File: src/rtl/i2s_pkg.sv
// i2s_pkg: definitions shared by the I2S transmit scheduler and its
// clock edge detector (and later the serializer).
//   DEFAULT_DATA_WIDTH : sample width per channel used by sat_add and as the
//                        scheduler's default DATA_WIDTH
//   MODE_*             : encoding of the scheduler's i_mode input
//   state_t            : scheduler FSM state encoding
//   sat_add            : signed add of two samples, clamped to the sample range
package i2s_pkg;

  localparam int DEFAULT_DATA_WIDTH = 24;

  localparam logic [1:0] MODE_MUTE = 2'd0;
  localparam logic [1:0] MODE_SRC0 = 2'd1;
  localparam logic [1:0] MODE_SRC1 = 2'd2;
  localparam logic [1:0] MODE_SUM  = 2'd3;

  typedef enum logic [1:0] {
    ST_WAIT_LR_RISE = 2'd0,
    ST_COUNT        = 2'd1,
    ST_ISSUE        = 2'd2
  } state_t;

  // Sign-extend both operands by one bit so the sum cannot wrap, then clamp.
  // The two top bits of the wide sum disagree exactly when the result is out
  // of range; the very top bit tells which way it overflowed.
  function automatic logic [DEFAULT_DATA_WIDTH-1:0] sat_add(
    input logic [DEFAULT_DATA_WIDTH-1:0] a,
    input logic [DEFAULT_DATA_WIDTH-1:0] b
  );
    logic [DEFAULT_DATA_WIDTH:0] sum;
    sum = {a[DEFAULT_DATA_WIDTH-1], a} + {b[DEFAULT_DATA_WIDTH-1], b};
    if (sum[DEFAULT_DATA_WIDTH] != sum[DEFAULT_DATA_WIDTH-1]) begin
      if (sum[DEFAULT_DATA_WIDTH]) begin
        sat_add = {1'b1, {(DEFAULT_DATA_WIDTH-1){1'b0}}};
      end else begin
        sat_add = {1'b0, {(DEFAULT_DATA_WIDTH-1){1'b1}}};
      end
    end else begin
      sat_add = sum[DEFAULT_DATA_WIDTH-1:0];
    end
  endfunction

endpackage

File: src/rtl/i2s_clock_edge_detect.sv
// i2s_clock_edge_detect: brings an asynchronous codec clock into the i_clock
// domain and produces registered one-cycle rise and fall pulses.
//   i_clock  : system clock
//   i_reset  : synchronous active-high reset
//   i_async  : asynchronous input clock (bit clock or LR clock)
//   o_rise   : one-cycle pulse per detected rising edge
//   o_fall   : one-cycle pulse per detected falling edge
module i2s_clock_edge_detect (
  input  logic i_clock,
  input  logic i_reset,
  input  logic i_async,
  output logic o_rise,
  output logic o_fall
);

  logic       sync1_q, sync1_d;
  logic       sync2_q, sync2_d;
  logic       dly_q, dly_d;
  logic [1:0] fill_q, fill_d;
  logic       rise_q, rise_d;
  logic       fall_q, fall_d;
  logic       armed;

  // Pulses are suppressed until the synchroniser and delay stages have been
  // refilled after reset; otherwise a clock that is high while reset is
  // released would look like a fresh rising edge.
  always_comb begin
    sync1_d = i_async;
    sync2_d = sync1_q;
    dly_d   = sync2_q;
    fill_d  = (fill_q == 2'd3) ? fill_q : fill_q + 2'd1;
    armed   = (fill_q == 2'd3);
    rise_d  = armed & sync2_q & ~dly_q;
    fall_d  = armed & ~sync2_q & dly_q;
  end

  always_ff @(posedge i_clock) begin
    if (i_reset) begin
      sync1_q <= 1'b0;
      sync2_q <= 1'b0;
      dly_q   <= 1'b0;
      fill_q  <= 2'd0;
      rise_q  <= 1'b0;
      fall_q  <= 1'b0;
    end else begin
      sync1_q <= sync1_d;
      sync2_q <= sync2_d;
      dly_q   <= dly_d;
      fill_q  <= fill_d;
      rise_q  <= rise_d;
      fall_q  <= fall_d;
    end
  end

  assign o_rise = rise_q;
  assign o_fall = fall_q;

endmodule

File: src/rtl/i2s_tx_scheduler.sv
// i2s_tx_scheduler: picks or mixes stereo samples from two sources and hands
// exactly one pair per LR frame to the I2S serializer, late enough in the
// frame that the serializer has returned to idle.
//   i_clock, i_reset                   : system clock, synchronous active-high reset
//   i_codec_bit_clock, i_codec_lr_clock: asynchronous I2S clocks
//   i_enable                           : 0 stops issuing and flushes the buffers
//   i_mode                             : 0 mute, 1 source0, 2 source1, 3 saturating sum
//   i_srcN_left/right/valid, o_srcN_ready : per-source sample handshake
//   o_data_left/right, o_data_valid    : issue to the serializer (one-cycle pulse)
//   o_underrun, o_underrun_count       : underrun pulse and saturating count
//   o_frame_count                      : wrapping count of issued frames
module i2s_tx_scheduler #(
  parameter int DATA_WIDTH       = i2s_pkg::DEFAULT_DATA_WIDTH,
  parameter int ISSUE_BCLK_DELAY = 28,
  parameter int HOLD_ON_UNDERRUN = 1,
  parameter int CNT_WIDTH        = 16
) (
  input  logic                  i_clock,
  input  logic                  i_reset,
  input  logic                  i_codec_bit_clock,
  input  logic                  i_codec_lr_clock,
  input  logic                  i_enable,
  input  logic [1:0]            i_mode,
  input  logic [DATA_WIDTH-1:0] i_src0_left,
  input  logic [DATA_WIDTH-1:0] i_src0_right,
  input  logic                  i_src0_valid,
  output logic                  o_src0_ready,
  input  logic [DATA_WIDTH-1:0] i_src1_left,
  input  logic [DATA_WIDTH-1:0] i_src1_right,
  input  logic                  i_src1_valid,
  output logic                  o_src1_ready,
  output logic [DATA_WIDTH-1:0] o_data_left,
  output logic [DATA_WIDTH-1:0] o_data_right,
  output logic                  o_data_valid,
  output logic                  o_underrun,
  output logic [CNT_WIDTH-1:0]  o_underrun_count,
  output logic [CNT_WIDTH-1:0]  o_frame_count
);

  import i2s_pkg::*;

  localparam logic [5:0] ISSUE_AT = 6'(ISSUE_BCLK_DELAY);

  logic bclk_rise, lr_rise, bclk_fall_unused, lr_fall_unused;

  i2s_clock_edge_detect u_bclk_edge (
    .i_clock (i_clock),
    .i_reset (i_reset),
    .i_async (i_codec_bit_clock),
    .o_rise  (bclk_rise),
    .o_fall  (bclk_fall_unused)
  );

  i2s_clock_edge_detect u_lr_edge (
    .i_clock (i_clock),
    .i_reset (i_reset),
    .i_async (i_codec_lr_clock),
    .o_rise  (lr_rise),
    .o_fall  (lr_fall_unused)
  );

  state_t                state_q, state_d;
  logic [5:0]            bclk_cnt_q, bclk_cnt_d;
  logic [1:0]            mode_q, mode_d;
  logic                  buf0_full_q, buf0_full_d, buf1_full_q, buf1_full_d;
  logic [DATA_WIDTH-1:0] buf0_l_q, buf0_l_d, buf0_r_q, buf0_r_d;
  logic [DATA_WIDTH-1:0] buf1_l_q, buf1_l_d, buf1_r_q, buf1_r_d;
  logic [DATA_WIDTH-1:0] last0_l_q, last0_l_d, last0_r_q, last0_r_d;
  logic [DATA_WIDTH-1:0] last1_l_q, last1_l_d, last1_r_q, last1_r_d;
  logic [CNT_WIDTH-1:0]  underrun_cnt_q, underrun_cnt_d;
  logic [CNT_WIDTH-1:0]  frame_cnt_q, frame_cnt_d;

  logic                  issue, underrun, load0, load1;
  logic [DATA_WIDTH-1:0] eff0_l, eff0_r, eff1_l, eff1_r, out_l, out_r;

  // Frame sequencing: wait for LR rise, count bit-clock rises, issue once.
  // The transition to ISSUE happens on the same pulse that brings the count
  // to ISSUE_AT, so the issue pulse lands one cycle after that bit-clock rise.
  always_comb begin
    state_d    = state_q;
    bclk_cnt_d = bclk_cnt_q;
    mode_d     = mode_q;
    issue      = 1'b0;
    case (state_q)
      ST_WAIT_LR_RISE: begin
        if (lr_rise) begin
          mode_d     = i_mode;
          bclk_cnt_d = 6'd0;
          state_d    = ST_COUNT;
        end
      end
      ST_COUNT: begin
        if (bclk_rise) begin
          bclk_cnt_d = bclk_cnt_q + 6'd1;
          if (bclk_cnt_q + 6'd1 == ISSUE_AT) begin
            state_d = ST_ISSUE;
          end
        end
      end
      ST_ISSUE: begin
        issue   = 1'b1;
        state_d = ST_WAIT_LR_RISE;
      end
      default: state_d = ST_WAIT_LR_RISE;
    endcase
    if (!i_enable) begin
      state_d = ST_WAIT_LR_RISE;
      issue   = 1'b0;
    end
  end

  // Each source's contribution: its buffered pair, or on an empty buffer
  // either its last issued pair (hold) or zeros. In sum mode this means only
  // the missing source is replaced by its history.
  always_comb begin
    eff0_l = buf0_l_q;
    eff0_r = buf0_r_q;
    eff1_l = buf1_l_q;
    eff1_r = buf1_r_q;
    if (!buf0_full_q) begin
      eff0_l = (HOLD_ON_UNDERRUN != 0) ? last0_l_q : '0;
      eff0_r = (HOLD_ON_UNDERRUN != 0) ? last0_r_q : '0;
    end
    if (!buf1_full_q) begin
      eff1_l = (HOLD_ON_UNDERRUN != 0) ? last1_l_q : '0;
      eff1_r = (HOLD_ON_UNDERRUN != 0) ? last1_r_q : '0;
    end
    out_l    = '0;
    out_r    = '0;
    underrun = 1'b0;
    case (mode_q)
      MODE_SRC0: begin
        out_l    = eff0_l;
        out_r    = eff0_r;
        underrun = ~buf0_full_q;
      end
      MODE_SRC1: begin
        out_l    = eff1_l;
        out_r    = eff1_r;
        underrun = ~buf1_full_q;
      end
      MODE_SUM: begin
        out_l    = sat_add(eff0_l, eff1_l);
        out_r    = sat_add(eff0_r, eff1_r);
        underrun = ~buf0_full_q | ~buf1_full_q;
      end
      default: begin
        out_l    = '0;
        out_r    = '0;
        underrun = 1'b0;
      end
    endcase
  end

  // Buffers, last-pair history and counters. Every issue empties both
  // buffers so an unselected source is drained rather than stalled.
  always_comb begin
    load0 = i_src0_valid & o_src0_ready;
    load1 = i_src1_valid & o_src1_ready;

    buf0_l_d    = load0 ? i_src0_left  : buf0_l_q;
    buf0_r_d    = load0 ? i_src0_right : buf0_r_q;
    buf1_l_d    = load1 ? i_src1_left  : buf1_l_q;
    buf1_r_d    = load1 ? i_src1_right : buf1_r_q;
    buf0_full_d = buf0_full_q;
    buf1_full_d = buf1_full_q;
    if (!i_enable) begin
      buf0_full_d = 1'b0;
      buf1_full_d = 1'b0;
    end else begin
      if (load0) buf0_full_d = 1'b1;
      else if (issue) buf0_full_d = 1'b0;
      if (load1) buf1_full_d = 1'b1;
      else if (issue) buf1_full_d = 1'b0;
    end

    last0_l_d = last0_l_q;
    last0_r_d = last0_r_q;
    last1_l_d = last1_l_q;
    last1_r_d = last1_r_q;
    if (issue && buf0_full_q && (mode_q == MODE_SRC0 || mode_q == MODE_SUM)) begin
      last0_l_d = buf0_l_q;
      last0_r_d = buf0_r_q;
    end
    if (issue && buf1_full_q && (mode_q == MODE_SRC1 || mode_q == MODE_SUM)) begin
      last1_l_d = buf1_l_q;
      last1_r_d = buf1_r_q;
    end

    frame_cnt_d    = issue ? frame_cnt_q + CNT_WIDTH'(1) : frame_cnt_q;
    underrun_cnt_d = underrun_cnt_q;
    if (issue && underrun && (underrun_cnt_q != '1)) begin
      underrun_cnt_d = underrun_cnt_q + CNT_WIDTH'(1);
    end
  end

  always_ff @(posedge i_clock) begin
    if (i_reset) begin
      state_q        <= ST_WAIT_LR_RISE;
      bclk_cnt_q     <= 6'd0;
      mode_q         <= MODE_MUTE;
      buf0_full_q    <= 1'b0;
      buf1_full_q    <= 1'b0;
      buf0_l_q       <= '0;
      buf0_r_q       <= '0;
      buf1_l_q       <= '0;
      buf1_r_q       <= '0;
      last0_l_q      <= '0;
      last0_r_q      <= '0;
      last1_l_q      <= '0;
      last1_r_q      <= '0;
      underrun_cnt_q <= '0;
      frame_cnt_q    <= '0;
    end else begin
      state_q        <= state_d;
      bclk_cnt_q     <= bclk_cnt_d;
      mode_q         <= mode_d;
      buf0_full_q    <= buf0_full_d;
      buf1_full_q    <= buf1_full_d;
      buf0_l_q       <= buf0_l_d;
      buf0_r_q       <= buf0_r_d;
      buf1_l_q       <= buf1_l_d;
      buf1_r_q       <= buf1_r_d;
      last0_l_q      <= last0_l_d;
      last0_r_q      <= last0_r_d;
      last1_l_q      <= last1_l_d;
      last1_r_q      <= last1_r_d;
      underrun_cnt_q <= underrun_cnt_d;
      frame_cnt_q    <= frame_cnt_d;
    end
  end

  // Ready depends only on registered state and i_enable, never on valid.
  assign o_src0_ready     = ~buf0_full_q & i_enable;
  assign o_src1_ready     = ~buf1_full_q & i_enable;
  assign o_data_valid     = issue;
  assign o_data_left      = issue ? out_l : '0;
  assign o_data_right     = issue ? out_r : '0;
  assign o_underrun       = issue & underrun;
  assign o_underrun_count = underrun_cnt_q;
  assign o_frame_count    = frame_cnt_q;

endmodule

File: config.mk
export PLATFORM = sky130hd
export DESIGN_NAME = i2s_tx_scheduler
export DESIGN_NICKNAME = d
export VERILOG_FILES = /design/src/rtl/i2s_pkg.sv /design/src/rtl/i2s_clock_edge_detect.sv /design/src/rtl/i2s_tx_scheduler.sv
export SDC_FILE = /design/constraint.sdc
export NUM_CORES = 1
export LEC_CHECK = 0
export BUFFER_PORTS_ARGS = -buffer_cell sky130_fd_sc_hd__buf_2
export CAP_MARGIN = 15
export CORE_MARGIN = 2
export CORE_UTILIZATION = 35
export CTS_CLUSTER_SIZE = 14
export DETAILED_ROUTE_END_ITERATION = 10
export GPL_TIMING_DRIVEN = 0
export PLACE_DENSITY = 0.61
export SLEW_MARGIN = 20
export SYNTH_ARGS = -nofsm -noshare
export SYNTH_HDL_FRONTEND = slang
export SYNTH_HIERARCHICAL = 1
export SYNTH_SLANG_ARGS = --single-unit
export TNS_END_PERCENT = 100
File: constraint.sdc
create_clock -name i_clock -period 5.6 [get_ports i_clock]
set_clock_uncertainty 0.1 [all_clocks]
set_input_delay 0.84 -clock i_clock [delete_from_list [all_inputs] [get_ports i_clock]]
set_output_delay 0.84 -clock i_clock [all_outputs]
set_load 0.005 [all_outputs]
Word-level counts from Yosys, hierarchy flattened
Cells that the tools add are included.
W data, S select, Z words.
Cells by class
  $add $sub $neg: 7
  reductions and logical operators: 16
  equality and inequality tests: 14
  bitwise logic cells: 15
  muxes and demuxes: 25
Operators with widths (number)
  $mux W24: 10
  $pmux W24 S3: 2
  $add A24 B24 Y25: 2
  $add A16 B1 Y16 const B: 2
  $ne A16 B16 Y1 const B: 1
  $mux W6: 2
  $pmux W6 S2: 1
  $eq A2 B2 Y1 const B: 5
  $and A1 B1 Y1: 9
  $add A6 B1 Y6 const B: 1
  $eq A6 B5 Y1 const B: 1
  $logic_and A1 B1 Y1: 6
  $mux W2: 3
  $reduce_and A3 Y1: 2
  $reduce_bool A2 Y1: 3
  $mux W1: 5
  $not A1 Y1: 5
  $add A2 B1 Y2 const B: 2
  $eq A2 B1 Y1 const B: 2
  $ne A2 B1 Y1 const B: 2
  $pmux W2 S2: 1
  $pmux W1 S3: 1
  $logic_not A2 Y1: 1
  $logic_or A1 B1 Y1: 2
  other kinds (5): 6
Storage, ports and cells
  bits in registers: 248
  logic and storage cells: 102
  output and inout port bits: 84

Logic depth before layout (Yosys ltp)
Gate-level depths: netlist (run 1).
  word-level depth: 6
  gate-level depth with buffers: 15
  gate-level depth less buffers: 11

By module
The synthesis (run 1) kept the hierarchy.
By module, submodules not included
  i2s_tx_scheduler: area an instance 13346.6 sq um, instances 1, sequential area each 4724.5 sq um, cells an instance 1695
  i2s_clock_edge_detect: area an instance 226.5 sq um, instances 2, sequential area each 140.1 sq um, cells an instance 17

Worst setup path after synthesis (run 1)
No wires, ideal clock.
  path type: register to output
  start: register buf0_full_q
  end: output o_data_left[22]
  cell stages (with the launch flop): 15
  path slack: 0.586 ns
  path buffers: 3
  data arrival time: 4.074 ns
  cells stage by stage: dfxtp_1 > clkbuf_1 > clkbuf_1 > buf_1 > mux2_2 > ha_1 > fa_1 > a211oi_1 > o21ai_0 > a2111oi_0 > nor2_1 > a221oi_1 > nor3_1 > o41ai_1 > a21oi_1
On the way
  cells in the longest elaborated chain, start to end: 6
  elaborated cells between the ends (all ways): 7
Ends and longest elaborated chain
  start: declaration: line i2s_tx_scheduler.sv:65  | logic buf0_full_q, buf0_full_d, buf1_full_q, buf1_full_d;
  start signal: assignment: line i2s_tx_scheduler.sv:218  | buf0_full_q <= buf0_full_d;
  $mux W24 *: line i2s_tx_scheduler.sv:120  | if (!buf0_full_q) begin
  $add A24 B24 Y25: line i2s_pkg.sv:31  | sum = {a[DEFAULT_DATA_WIDTH-1], a} + {b[DEFAULT_DATA_WIDTH-1], b};
  $mux W24 or $ne A1 B1 Y1 (tied branches): line i2s_pkg.sv:33, i2s_pkg.sv:32
  $mux W24: line i2s_pkg.sv:32  | if (sum[DEFAULT_DATA_WIDTH] != sum[DEFAULT_DATA_WIDTH-1]) begin
  $pmux W24 S3 *: line i2s_tx_scheduler.sv:131  | case (mode_q)
  $mux W24 *: line i2s_tx_scheduler.sv:237  | assign o_data_left = issue ? out_l : '0;
  end: declaration: line i2s_tx_scheduler.sv:32  | output logic [DATA_WIDTH-1:0] o_data_left,
Mark *: on every way between the ends. The rest lies on a longest branch, timed or not.

Worst setup path after layout (run 1)
  start: register buf1_full_q
  end: output o_data_left[22]
On the way
  cells in the longest elaborated chain, start to end: 6
  elaborated cells between the ends (all ways): 7
Ends and longest elaborated chain
  start: declaration: line i2s_tx_scheduler.sv:65
  start signal: assignment: line i2s_tx_scheduler.sv:219  | buf1_full_q <= buf1_full_d;
  $mux W24 *: line i2s_tx_scheduler.sv:124  | if (!buf1_full_q) begin
  $add A24 B24 Y25: line i2s_pkg.sv:31
  $mux W24 or $ne A1 B1 Y1 (tied branches): line i2s_pkg.sv:33, i2s_pkg.sv:32
  $mux W24: line i2s_pkg.sv:32
  $pmux W24 S3 *: line i2s_tx_scheduler.sv:131
  $mux W24 *: line i2s_tx_scheduler.sv:237
Marks and branches as above.

==> results of run 1 <==
## per-stage QoR
stage | hold slack, ps | area (um^2)
after CTS | 352 | 16500
after floorplan | 328 | 13700
after global routing | 369 | 16800
after detailed placement | 339 | 15300
final | 347 | 16800
after global placement | 337 | 15300
## registers in the layout, summed over array words and instances, names as in the netlist, 24 cells and up
name,flops
last1_r_q,24
buf1_l_q,24
buf0_r_q,24
last0_r_q,24
last1_l_q,24
last0_l_q,24
buf1_r_q,24
buf0_l_q,24
## repair_timing
action | CTS | global route
setup buffers | 4 | 4
cloned | 0 | 1
gates resized for setup | 48 | 48
hold buffers | 0 | 0
pin swaps | 4 | 6
setup endpoints to repair | 48 | 46
## report_power, final
| part | internal (mW) | switching [mW] | leakage (nW) |
|---|---|---|---|
| clock network | 1.20 | 0.822 | 0.501 |
| registers | 1.81 | 0.0328 | 2.01 |
| logic | 0.0889 | 0.147 | 3.93 |
| total | 3.09 | 1.00 | 6.44 |
## cells in the final DEF, fill, tap and decap left out, types with 15 or more instances in the layout
master / instances
clkbuf_1: 90
xor2_1: 30
buf_2: 190
mux2_2: 95
o21ai_0: 38
nor2_1: 51
ha_1: 53
a21o_1: 18
clkbuf_16: 31
a22oi_1: 45
a21oi_1: 259
xnor2_1: 24
dfxtp_1: 246
nand3_1: 21
a221oi_2: 15
a21oi_2: 23
nand2_1: 440
o21ai_2: 21
## per-layer routing
metal | vias to the layer above | GRT usage [%]
met4 | 0 | 8.34
met1 | 6282 | 29.6
li1 | 6532 | -
met2 | 416 | 34.9
met5 | - | 0
met3 | 77 | 3.68
## final timing paths
| kind | start | to | slack [ps] | cells past startpoint |
|---|---|---|---|---|
| setup / recovery | buf1_full_q | o_data_left[22] | 110 | 16 |
| hold / removal | u_lr_edge/sync1_q | u_lr_edge/dly_d | 350 | 1 |
| setup reg to reg | state_q[0] | last0_l_q[11] | 2610 | 8 |
| hold reg to reg | u_lr_edge/sync1_q | u_lr_edge/dly_d | 350 | 1 |
## cell type report
type	count	area, um^2	share of cell area (%)
inverters	11	41.3	0.246
clock inverters	20	234	1.39
multi-input cells	1352	8500	50.5
repair buffers	197	1040	6.20
diodes	3	7.51	0.0446
clock buffers	35	790	4.70
flip-flops and latches	248	4970	29.6
well taps	518	648	3.85
plain buffers	111	582	3.46
==> results.toml, run 1 <==
[run_status]
status = "complete, no violations"

[grt]
grt_pass1_wl_mm = 70.5
gr-total-overflow = 0
grt_max_degree = 16
grtUsageTotal_pct = 21.9
antenna_found_initial = 4
grt_pass1_vias = 12700

[sta]
worst_slack_ps = 108
final_hold_viol_count = 0
fin_setup_tns_ps = 0
max_slew.worst_pin.slew_ps = 1100
fmax_mhz = 182
setup_viol = 0
drv_slew = 0
slew_headroom_pct = 26.9
min_period_over_period_pct = 98.1
fin_crit_ps = 5490

[logic_synthesis]
synthesis.nets = 1885
synth_area_um2 = 13700
synth_area_per_cell_um2 = 7.96
syn_inst = 1725
ys_warn_count = 6

[clock_tree]
cts_tree = "yes"
clockBufferDepth = 3
htree_levels = 1
cts_sinks = 248
cts_root_buf = "clkbuf_16"
cts_buffers = 30
clk_latency_ps = 570
clk_pin_slew_ps = 60

[worst_setup_path]
slowest_delay_ps = 390
required_ps = 4660
critPathSlowestCell = "dfxtp_4"
critPathBufInv = 6
critPathMaxFanout = 10
crit_type = "reg2out"
start_kind = "flip-flop"
cp_cell_sequence = "buf_8, buf_8, mux2_2, ha_1, buf_2, a21o_1, a221o_1, or3_1, o21a_4, a211oi_4, xor2_4, buf_12, buf_6, o41ai_4, a21oi_2, buf_2"
crit_arrival_ps = 4550
cp-end-kind = "primary output"
critPathTopFamily = "compound AO/OA/AOI/OAI gates"

[finish]
nFillCells = 3884
final_util_pct = 43.5
stdcell_count = 2495
num-nets-final = 2111
drive_above_1_share_pct = 22.9
area_delta_synth_final_pct = 22.4

[drt]
routed_wirelength_mm = 46.0
viasPerCell = 5.33
postRouteAntennaNets = 0
m1WireLength_mm = 21.0
drcViolationCount = 0
drt_iter0_drc = 924
vias = 13300
wl_per_cell_um = 18.4
firstDrtPassIters = 5
dr_wl_met2_mm = 20.5
routed.top_layer = "met4"
wl_met3_mm = 2.90

[die]
die_x_um = 202
design.die.area_um2 = 40800
die_h_um = 202
coreArea_um2 = 38600
initial_utilization_pct = 35.5
rows = 72
boundaryPins = 189

[flow_run]
maxCapViolCount = 0

[power_and_ir_drop]
total_power_mw = 4.10
max-vdd-ir-drop_mv = 0.204
powerDensity_nw_per_um2 = 244
leakagePower_nw = 6.44

[place]
dp_hpwl_mm = 34.5
portBuffers = 188
dp_cells = 2431
pre_cts_ws_ps = -892
gp_congestion = 0.927

[hold_path]
hp-class = "reg2reg"
(Power assumes the default switching activity.)
==> run 2, diff against run 1 <==
CELL_PAD_IN_SITES_DETAIL_PLACEMENT = 1   (was unset)
CELL_PAD_IN_SITES_GLOBAL_PLACEMENT = 2   (was unset)
CORE_UTILIZATION = 34   (was 35)
PLACE_DENSITY = 0.88   (was 0.61)
==> run 2 against run 1 <==
Compared with the run above:
- worst hold slack worse by 11 ps
- critical path type unchanged
- first-iteration DRC count down 30%
- largest cell class unchanged
- combinational power up 2%
- sequential power about the same
- fmax down 1.0%
- sequential share of layout area up 0.18 points
==> results.toml, run 2 (synthesis results as in run 1) <==
[run_status]
status = "complete, no violations"

[sta]
hold_slack_ps = 336
setup_viol = 0
final_hold_viol_count = 0
fin_setup_tns_ps = 0
drv_slew = 0
slew_headroom_pct = 29.0
fmax_mhz = 180
rsz0062_at_grt = "true"
fin_crit_ps = 5550
max_slew.worst_pin.slew_ps = 1060
min_period_over_period_pct = 99.1

[power_and_ir_drop]
leakagePower_nw = 6.42
max-vdd-ir-drop_mv = 0.248
total_power_mw = 4.05
powerDensity_nw_per_um2 = 242

[clock_tree]
clk_pin_slew_ps = 60
htree_levels = 1
cts_sinks = 248
clockBufferDepth = 3
clk_latency_ps = 600
cts_root_buf = "clkbuf_16"
cts_tree = "yes"
cts_buffers = 30

[worst_setup_path]
slowest_delay_ps = 500
cp_cell_sequence = "clkbuf_4, mux2_2, ha_1, a211oi_1, o21ai_0, a221oi_2, a21bo_2, a21oi_2, or2_2, xor2_2, clkbuf_2, a211oi_1, buf_2"
crit_type = "reg2out"
cp-end-kind = "primary output"
critPathSlowestCell = "a211oi_1"
crit_arrival_ps = 4610
critPathMaxFanout = 10
start_kind = "flip-flop"
path_common_cell = "a211oi_1"
required_ps = 4660

[place]
portBuffers = 188
dp_hpwl_mm = 37.9
gp_congestion = 0.898
placed_area_um2 = 15300

[die]
die_h_um = 205
coreArea_um2 = 39800
design.die.area_um2 = 42000
die_x_um = 205
rows = 73
initial_utilization_pct = 34.5
boundaryPins = 189

[drt]
wl_per_cell_um = 20.0
postRouteAntennaNets = 0
vias = 13500
viasPerCell = 5.40
firstDrtPassIters = 6
drt_iter0_drc = 646
drcViolationCount = 0
routed_wirelength_mm = 49.9

[finish]
nFillCells = 4940
num-nets-final = 2111
final_common_cell = "nand2_1"
fin_area_um2 = 16700
final_util_pct = 42.0
layout_common_cells = "nand2_1 (440), a21oi_1 (257), dfxtp_1 (246)"
drive_above_1_share_pct = 22.6
area_delta_synth_final_pct = 21.7

[grt]
antenna_found_initial = 1
grtUsageTotal_pct = 23.3
gr-total-overflow = 0
grt_max_degree = 18
grt_pass1_wl_mm = 76.5
grt_pass1_vias = 13800

[hold_path]
hp-class = "reg2reg"

[flow_run]
maxCapViolCount = 0
[run 2: metal layers]
layer	up-vias	wire length, um	track usage [%]
met4	0	1190	6.37
met5	-	0	0
li1	6518	-	-
met1	6618	23000	30.9
met2	283	23500	39.6
met3	71	2150	2.90
[run 2: final cells by class]
cell class | instances | area [um^2] | area share, %
Timing Repair Buffer | 196 | 1000 | 5.99
Sequential cell | 248 | 4970 | 29.7
Tap cell | 525 | 657 | 3.93
Inverter | 11 | 41.3 | 0.247
Clock buffer | 45 | 867 | 5.19
Buffer | 112 | 578 | 3.46
Clock inverter | 9 | 123 | 0.734
Antenna cell | 1 | 2.50 | 0.0150
Multi-Input combinational cell | 1352 | 8470 | 50.7
[run 2: repair_timing]
item	in CTS	in global routing
gates cloned	0	1
endpoints found under the setup margin	48	45
setup buffers	4	3
hold buffers	0	0
pin swaps	5	7
gates resized for setup	51	39
[run 2: critical path: cells and delay by family (launching register included)]
kind                       cells  cell delay (ps)
AOI/OAI and AO/OA              6             1570
buffers and inverters          3              760
DFF                            1              390
muxes                          1              380
adders and majority gates      1              380
and+or+nand+nor                1              300
xor gates and xnor gates       1              230
[run 2: metrics by stage]
stage / instances / setup slack [ps]
6_report: 2499 / 50.5
5_1_grt: 2499 / -39.6
4_1_cts: 2494 / 16.6
3_5_place_dp: 2438 / -903
3_3_place_gp: 2438 / -888
2_1_floorplan: 1725 / 586
[run 2: where the power goes]
part	internal [mW]	switching, mW	total [mW]
Sequential	1.81	0.0349	1.84
Clock	1.16	0.806	1.96
Combinational	0.0891	0.152	0.241
[run 2: worst paths after layout]
check	endpoint	slack, ps	depth (start not counted)	startpoint
worst max register to register	last1_l_q[3]	2550	8	state_q[0]
worst max-delay path	o_data_right[20]	50	13	buf0_full_q
worst min-delay path	last1_r_q[7]	340	2	buf1_r_q[7]
worst min register to register	last1_r_q[7]	340	2	buf1_r_q[7]
